**src/rtl/fisr_pkg.sv**
```systemverilog
// Shared types and constants for the fast inverse square root iterator.
// Also holds the 1.5 - t step used between the second and third multiply.
package fisr_pkg;

    localparam logic [31:0] MAGIC_DEFAULT = 32'h5f3759df;

    localparam logic [31:0] PINF       = 32'h7F800000;
    localparam logic [31:0] QNAN       = 32'h7FC00000;
    localparam logic [31:0] ONE_HALF_Q = 32'h6000_0000;

    localparam logic [1:0] ST_NORMAL = 2'b00;
    localparam logic [1:0] ST_ZERO   = 2'b01;
    localparam logic [1:0] ST_NEG    = 2'b10;
    localparam logic [1:0] ST_INF    = 2'b11;

    typedef enum logic [2:0] {
        IDLE,
        SEED,
        SQ,
        MX,
        SUB,
        MY,
        DONE
    } state_t;

    // s = 1.5 - t in unsigned Q2.30, truncating; t >= 1.5 gives +0.
    function automatic logic [31:0] one_half_minus(input logic [31:0] t);
        logic [31:0] tq;
        logic [31:0] d;
        logic [31:0] norm;
        logic [7:0]  e;
        int          lz;
        tq = '0;
        e  = t[30:23];
        if (e >= 8'd128) begin
            return '0;
        end
        if (e >= 8'd96) begin
            tq = (32'({1'b1, t[22:0]}) << 7) >> (8'd127 - e);
        end
        if (tq >= ONE_HALF_Q) begin
            return '0;
        end
        d  = ONE_HALF_Q - tq;
        lz = 32;
        for (int i = 0; i < 32; i++) begin
            if (d[i]) begin
                lz = 31 - i;
            end
        end
        norm = d << lz;
        return {1'b0, 8'(128 - lz), norm[30:8]};
    endfunction

endpackage

```
**src/rtl/fp32_mul.sv**
```systemverilog
// Combinational fp32 multiply: truncating, denormal operands read as zero,
// underflow flushes to +0, overflow saturates to infinity.
module fp32_mul (
    input  logic [31:0] a,
    input  logic [31:0] b,
    output logic [31:0] prod_c
);

    localparam int unsigned EW = 10;

    logic [23:0]   ma;
    logic [23:0]   mb;
    logic [47:0]   m;
    logic [EW-1:0] e_sum;
    logic [22:0]   frac;
    logic          sign;
    logic          unused_c;

    assign ma       = {1'b1, a[22:0]};
    assign mb       = {1'b1, b[22:0]};
    assign m        = 48'(ma) * 48'(mb);
    assign unused_c = &{1'b0, m[22:0]};

    always_comb begin
        sign   = a[31] ^ b[31];
        e_sum  = EW'(a[30:23]) + EW'(b[30:23]) + EW'(m[47]);
        frac   = m[47] ? m[46:24] : m[45:23];
        prod_c = '0;
        if (a[30:23] == 8'h00 || b[30:23] == 8'h00 || e_sum <= EW'(127)) begin
            prod_c = '0;
        end else if (e_sum >= EW'(382)) begin
            prod_c = {sign, 8'hFF, 23'h0};
        end else begin
            prod_c = {sign, 8'(e_sum - EW'(127)), frac};
        end
    end

endmodule

```
**src/rtl/fisr_iter.sv**
```systemverilog
// Sequential fast inverse square root: magic-constant seed followed by ITERS
// Newton-Raphson steps sharing one fp32 multiplier, with a valid/ready result.
module fisr_iter
    import fisr_pkg::*;
#(
    parameter int unsigned ITERS = 1,
    parameter logic [31:0] MAGIC = MAGIC_DEFAULT
) (
    input  logic        clk,
    input  logic        rst_n,
    input  logic [31:0] in_data,
    input  logic        in_valid,
    output logic        in_ready,
    output logic [31:0] out_data,
    output logic [1:0]  out_status,
    output logic        out_valid,
    input  logic        out_ready,
    output logic        busy
);

    localparam int unsigned IW = 2;

    state_t        state;
    logic [31:0]   x;
    logic [31:0]   y;
    logic [31:0]   xh;
    logic [31:0]   p;
    logic [31:0]   t;
    logic [31:0]   s;
    logic [IW-1:0] iter_left;
    logic [1:0]    cls_c;
    logic [31:0]   mul_a_c;
    logic [31:0]   mul_b_c;
    logic [31:0]   mul_c;

    // Operand class; zero and denormal take precedence over sign.
    always_comb begin
        cls_c = ST_NORMAL;
        if (x[30:23] == 8'h00) begin
            cls_c = ST_ZERO;
        end else if (x[31] || (x[30:23] == 8'hFF && x[22:0] != 23'h0)) begin
            cls_c = ST_NEG;
        end else if (x[30:23] == 8'hFF) begin
            cls_c = ST_INF;
        end
    end

    always_comb begin
        mul_a_c = y;
        mul_b_c = y;
        case (state)
            MX: begin
                mul_a_c = xh;
                mul_b_c = p;
            end
            MY:      mul_b_c = s;
            default: ;
        endcase
    end

    fp32_mul u_mul (
        .a      (mul_a_c),
        .b      (mul_b_c),
        .prod_c (mul_c)
    );

    always_ff @(posedge clk or negedge rst_n) begin
        if (!rst_n) begin
            state      <= IDLE;
            x          <= '0;
            y          <= '0;
            xh         <= '0;
            p          <= '0;
            t          <= '0;
            s          <= '0;
            iter_left  <= '0;
            in_ready   <= 1'b1;
            busy       <= 1'b0;
            out_data   <= '0;
            out_status <= ST_NORMAL;
            out_valid  <= 1'b0;
        end else begin
            case (state)
                IDLE: begin
                    if (in_valid && in_ready) begin
                        x        <= in_data;
                        state    <= SEED;
                        in_ready <= 1'b0;
                        busy     <= 1'b1;
                    end
                end
                SEED: begin
                    y         <= MAGIC - (x >> 1);
                    xh        <= {1'b0, x[30:23] - 8'd1, x[22:0]};
                    iter_left <= IW'(ITERS - 1);
                    state     <= (ITERS == 0 || cls_c != ST_NORMAL) ? DONE : SQ;
                end
                SQ: begin
                    p     <= mul_c;
                    state <= MX;
                end
                MX: begin
                    t     <= mul_c;
                    state <= SUB;
                end
                SUB: begin
                    s     <= one_half_minus(t);
                    state <= MY;
                end
                MY: begin
                    y <= mul_c;
                    if (iter_left != '0) begin
                        iter_left <= iter_left - IW'(1);
                        state     <= SQ;
                    end else begin
                        state <= DONE;
                    end
                end
                DONE: begin
                    // First DONE cycle loads the result; afterwards hold until taken.
                    if (!out_valid) begin
                        out_valid  <= 1'b1;
                        out_status <= cls_c;
                        case (cls_c)
                            ST_ZERO: out_data <= PINF;
                            ST_NEG:  out_data <= QNAN;
                            ST_INF:  out_data <= '0;
                            default: out_data <= y;
                        endcase
                    end else if (out_ready) begin
                        out_valid <= 1'b0;
                        state     <= IDLE;
                        in_ready  <= 1'b1;
                        busy      <= 1'b0;
                    end
                end
                default: state <= IDLE;
            endcase
        end
    end

endmodule
```
**config.mk**
```make
export PLATFORM = sky130hd
export DESIGN_NAME = fisr_iter
export DESIGN_NICKNAME = d
export VERILOG_FILES = /design/src/rtl/fisr_pkg.sv /design/src/rtl/fp32_mul.sv /design/src/rtl/fisr_iter.sv
export SDC_FILE = /design/constraint.sdc
export NUM_CORES = 2
export LEC_CHECK = 0
export ABC_AREA = 1
export CAP_MARGIN = 30
export CELL_PAD_IN_SITES_DETAIL_PLACEMENT = 2
export CELL_PAD_IN_SITES_GLOBAL_PLACEMENT = 2
export CORE_UTILIZATION = 42
export DETAILED_ROUTE_END_ITERATION = 10
export HOLD_SLACK_MARGIN = 0.15
export PLACE_DENSITY = 0.87
export SYNTH_ARGS = -nofsm -noshare
export SYNTH_HDL_FRONTEND = slang
export SYNTH_SLANG_ARGS = --single-unit
```
**constraint.sdc**
```tcl
create_clock -name clk -period 27.7 [get_ports clk]
set_clock_uncertainty 0.05 [all_clocks]
set_input_delay 2.77 -clock clk [delete_from_list [all_inputs] [get_ports clk]]
set_output_delay 2.77 -clock clk [all_outputs]
set_load 0.1 [all_outputs]
```
==> summary.txt, run 1 <==
CTS
  – Clock sink count: 230
  – Postcts setup bufs: 0
  – CTS Buffer Depth: 3
  – Hold_buf cts: 0
  – Cells resized by post-CTS repair: 0
  – Num CTS Buffers: 26
  – Root buf cell: clkbuf_16
  – CTS HTree Levels: 1

Outcome
  – Outcome: aborted with a tool error
  – Halt Stage: 5_1_grt
  – Stop err: [ERROR GRT-0232] Routing congestion too high. Check the congestion heatmap in the GUI.

Yosys
  – Register area share after synthesis: 17.5%
  – Cells after Synth: 4318
  – Syn Area/Cell: 7.61 um^2
  – Synth unique cells: between 50 and 60
  – EDFF count, synth: 0
  – Yosys Warn Count: 0
  – Syn nets: between 5000 and 6000
  – Mapped cell area: ~33000 um^2
  – Synthesized flop and latch total: 230
  – Synth Flop Type: dfrtp_1
  – FFs w/ async S/R, synth: 100%

Global route
  – Gr usage total: 70.4%
  – Largest net degree at the start of global routing: 86
  – Initial antenna violation count: 46
  – Grt total ovfl: 35

Floorplan
  – Die height: 282 um
  – Starting density of the core: a little over two fifths
  – Num ports: 73
  – Num rows: a little over 100
  – Die width: ~280 um

Placed design
  – HPWL Detailed: 131000 um
  – Port Buffers: 72
  – Placed instance count: about 5300
  – GPL Wtd Cong: approximately 0.9
## synthesized netlist by cell type, types with 30 or more instances
cell,instances,share of area (%)
nand2_1,999,11
inv_1,807,9.2
fa_1,483,29
nor2_1,397,4.5
nand3_1,311,4.7
o21ai_0,231,3.5
dfrtp_1,229,17
ha_1,190,7.2
clkbuf_1,136,1.6
a21oi_1,134,2.0
xor2_1,40,1.1
xnor2_1,31,0.83
nand4_1,30,0.57
## per-layer routing
layer,global-route usage (%),overflow
met4,69.6,17
met2,87.5,17
met1,68.4,1
met5,42.3,0
met3,55.2,0
## per-stage QoR
step / cell area, um^2 / setup WS [ns]
after CTS: 35500 / 12.32
after detailed placement: 34600 / 12.99
after global placement: 34600 / 14.05
after floorplan: 32900 / 16.53
## cells by family after synthesis
kind of cell | share of synthesized area [%]
xor+xnor | 1.89
simple gates | 23.0
flops | 17.5
buf+inv | 12.3
compound gates | 8.69
fa+ha+maj | 36.6
==> inputs of run 2 (changes only) <==
--- a/config.mk
+++ b/config.mk
@@ -7,12 +7,9 @@
 export LEC_CHECK = 0
 export ABC_AREA = 1
 export CAP_MARGIN = 30
-export CELL_PAD_IN_SITES_DETAIL_PLACEMENT = 2
-export CELL_PAD_IN_SITES_GLOBAL_PLACEMENT = 2
-export CORE_UTILIZATION = 42
+export CORE_UTILIZATION = 39
 export DETAILED_ROUTE_END_ITERATION = 10
-export HOLD_SLACK_MARGIN = 0.15
-export PLACE_DENSITY = 0.87
+export PLACE_DENSITY_LB_ADDON = 0.15
 export SYNTH_ARGS = -nofsm -noshare
 export SYNTH_HDL_FRONTEND = slang
 export SYNTH_SLANG_ARGS = --single-unit
==> summary.txt, run 2 <==
Yosys
  – Register area share after synthesis: 17.5% (unchanged)
  – Syn Area/Cell: 7.61 um^2 (unchanged)
  – Synthesized flop and latch total: 230 (unchanged)
  – Synth Flop Type: dfrtp_1
  – Synth area leaders: fa_1 29%, dfrtp_1 17%, nand2_1 11%
  – Area leader, netlist: fa_1
  – Yosys Warn Count: 0 (unchanged)
  – Mapped cell area: 32900 um^2 (unchanged)
  – Cells after Synth: 4318 (unchanged)
  – EDFF count, synth: 0 (unchanged)
  – Syn nets: 5027 (unchanged)
  – FFs w/ async S/R, synth: 100% (unchanged)
  – Commonest cells in the netlist: 999 x nand2_1, 807 x inv_1, 483 x fa_1
  – Most frequent cell after synthesis: nand2_1
  – Synth top area share: 29.4% (unchanged)
  – Synth unique cells: 56 (unchanged)

CTS
  – CTS Buffer Depth: 3 (unchanged)
  – Cells resized by post-CTS repair: 0 (unchanged)
  – CTS HTree Levels: 1 (unchanged)
  – Num CTS Buffers: 28 (+7.7%)
  – Worst-Skew Late Latency: 0.56 ns
  – Reg clk slew, reported paths: about 0.060 ns
  – Postcts setup bufs: 0 (unchanged)
  – Hold_buf cts: 0 (unchanged)
  – CTS tree: yes
  – Clock sink count: 230 (unchanged)
  – Root buf cell: clkbuf_16

Timing
  – Relative slew slack: between 20 and 30%
  – Fmax achieved: a little over 70 MHz
  – Minimum clock period after layout: 13.75 ns
  – Slew Viols, Final: 0
  – Unrepaired setup endpoints after global routing: no
  – Setup_tns: 0 ns
  – Worst Hold Slack: 0.432 ns
  – Hold Fails Final Rpt: 0
  – Least-Margin Pin Slew: 1.05 ns
  – Final Setup Violations: 0
  – Fin crit share: approximately 50%

Layout
  – Commonest non-fill, non-tap cell in the layout: nand2_1
  – Multi-input logic area: roughly 23000 um^2
  – Layout cell share with drive strength beyond 1: 4.42%
  – Register cell area after layout: approximately 5800 um^2
  – Final #Nets: between 5000 and 6000
  – N_diodes: 0
  – Synth-to-Final Area Change: 8.45%
  – Filler instances: between 8000 and 9000
  – Post-Route Utilization: around 43%
  – Regs by FF count: out_data (32), x (32), y (32)
  – Final cell count without fillers: 5403
  – Most frequent cells in the layout: 999 x nand2_1, 807 x inv_1, 483 x fa_1, 394 x nor2_1, 310 x nand3_1

Detailed routing
  – Routed len/inst: approximately 22 um
  – Vias per inst: between 5 and 6
  – Starting DRT DRC Count: roughly 2500
  – Via count: 28600
  – Post-route antenna net violation count: 0
  – Drt first pass iters: 5
  – Drt drc: 0
  – WL final: ~120000 um

Floorplan
  – Num rows: 106 (+3.9%)
  – Die width: 292 um (+3.7%)
  – Core area: between 80000 and 90000 um^2
  – Die area: approximately 85000 um^2
  – Die height: 292 um (+3.7%)
  – Starting density of the core: 39.3% (-3.1 points)
  – Num ports: 73 (unchanged)

Setup path
  – Startpoint types: flop
  – Worst-path fanout max: 26
  – Worst endpoint data arrival time: 14.17 ns
  – Cell at the slowest stage of the critical path: clkinv_1
  – Most used cell, CP: fa_1
  – Worst endpoint required time: ~28 ns
  – Crit path largest cell delay: 1.02 ns
  – R2R cell count: 48
  – Critical Path Sink Type: flop
  – Crit Path Category: flop to flop

Global route
  – Global-route wire length before repair: between 150000 and 200000 um
  – Gr usage total: between 20 and 30%
  – Initial antenna violation count: 2
  – Largest net degree at the start of global routing: 96
  – Grt total ovfl: 0
  – Vias in the first global route: 29100

Placed design
  – Port Buffers: 72 (unchanged)
  – Placed instance count: 5350 (+0.81%)
  – GPL Wtd Cong: 0.928 (unchanged)
  – HPWL Detailed: 93000 um (-29%)

Min path
  – Hold Crit Depth: 2
  – Worst hold path type: flop to flop

Outcome
  – Outcome: finished clean

Flow run
  – Max cap viols: 0
## run 2: cell families after synthesis
logic type | Yosys count | share of synthesized area [%]
buf+inv | 1026 | 12.3
compound gates | 505 | 8.69
flops | 230 | 17.5
xor+xnor | 71 | 1.89
fa+ha+maj | 673 | 36.6
simple gates | 1813 | 23.0
## run 2: path summary, 6_finish.rpt
| check | from | endpoint | slack [ns] |
|---|---|---|---|
| hold / removal | out_data[1] | out_data[1] | 0.43 |
| max in group asynchronous | rst_n | p[17] | 24.06 |
| setup reg to reg | state[2] | p[11] | 13.95 |
| hold reg to reg | out_data[1] | out_data[1] | 0.43 |
| min in group asynchronous | rst_n | out_data[24] | 2.15 |
| setup / recovery | state[2] | p[11] | 13.95 |
## run 2: final cells by class
type,instances,area share [%]
multi-input combinational,3062,64.9
sequential,230,16.1
inverter,836,8.80
timing repair buffer,144,3.85
tap,1080,3.79
clock buffer,45,2.43
clock inverter,6,0.0948
## run 2: layer usage
metal	part of all wire (%)	global-route usage (%)	vias to the layer above	wire length (um)
met5	0.014	0	-	17
met4	3.3	7.79	2	3890
met3	5.4	3.13	202	6350
met2	49	48.2	909	57400
met1	42	36.9	14200	49700
li1	-	-	13200	-
## run 2: metrics by stage
stage | setup WS [ns] | area (um^2)
final | 13.95 | 35700
after global routing | 13.16 | 35700
after CTS | 14.24 | 35600
after global placement | 14.42 | 34600
after floorplan | 16.53 | 32900
after detailed placement | 14.30 | 34700
## run 2: critical path, delay by kind of cell, from the launching register on
family,cells,cell delay (ns)
buffers and inverters,14,3.28
AND/OR/NAND/NOR,11,2.24
flip-flops,1,0.64
adder cells (fa/ha/maj),10,4.43
XOR/XNOR,1,0.28
AO/OA/AOI/OAI,12,2.66
Power of run 2 is not shown: default switching activity piles up to over one toggle a cycle in this logic, so the estimate is an artifact.
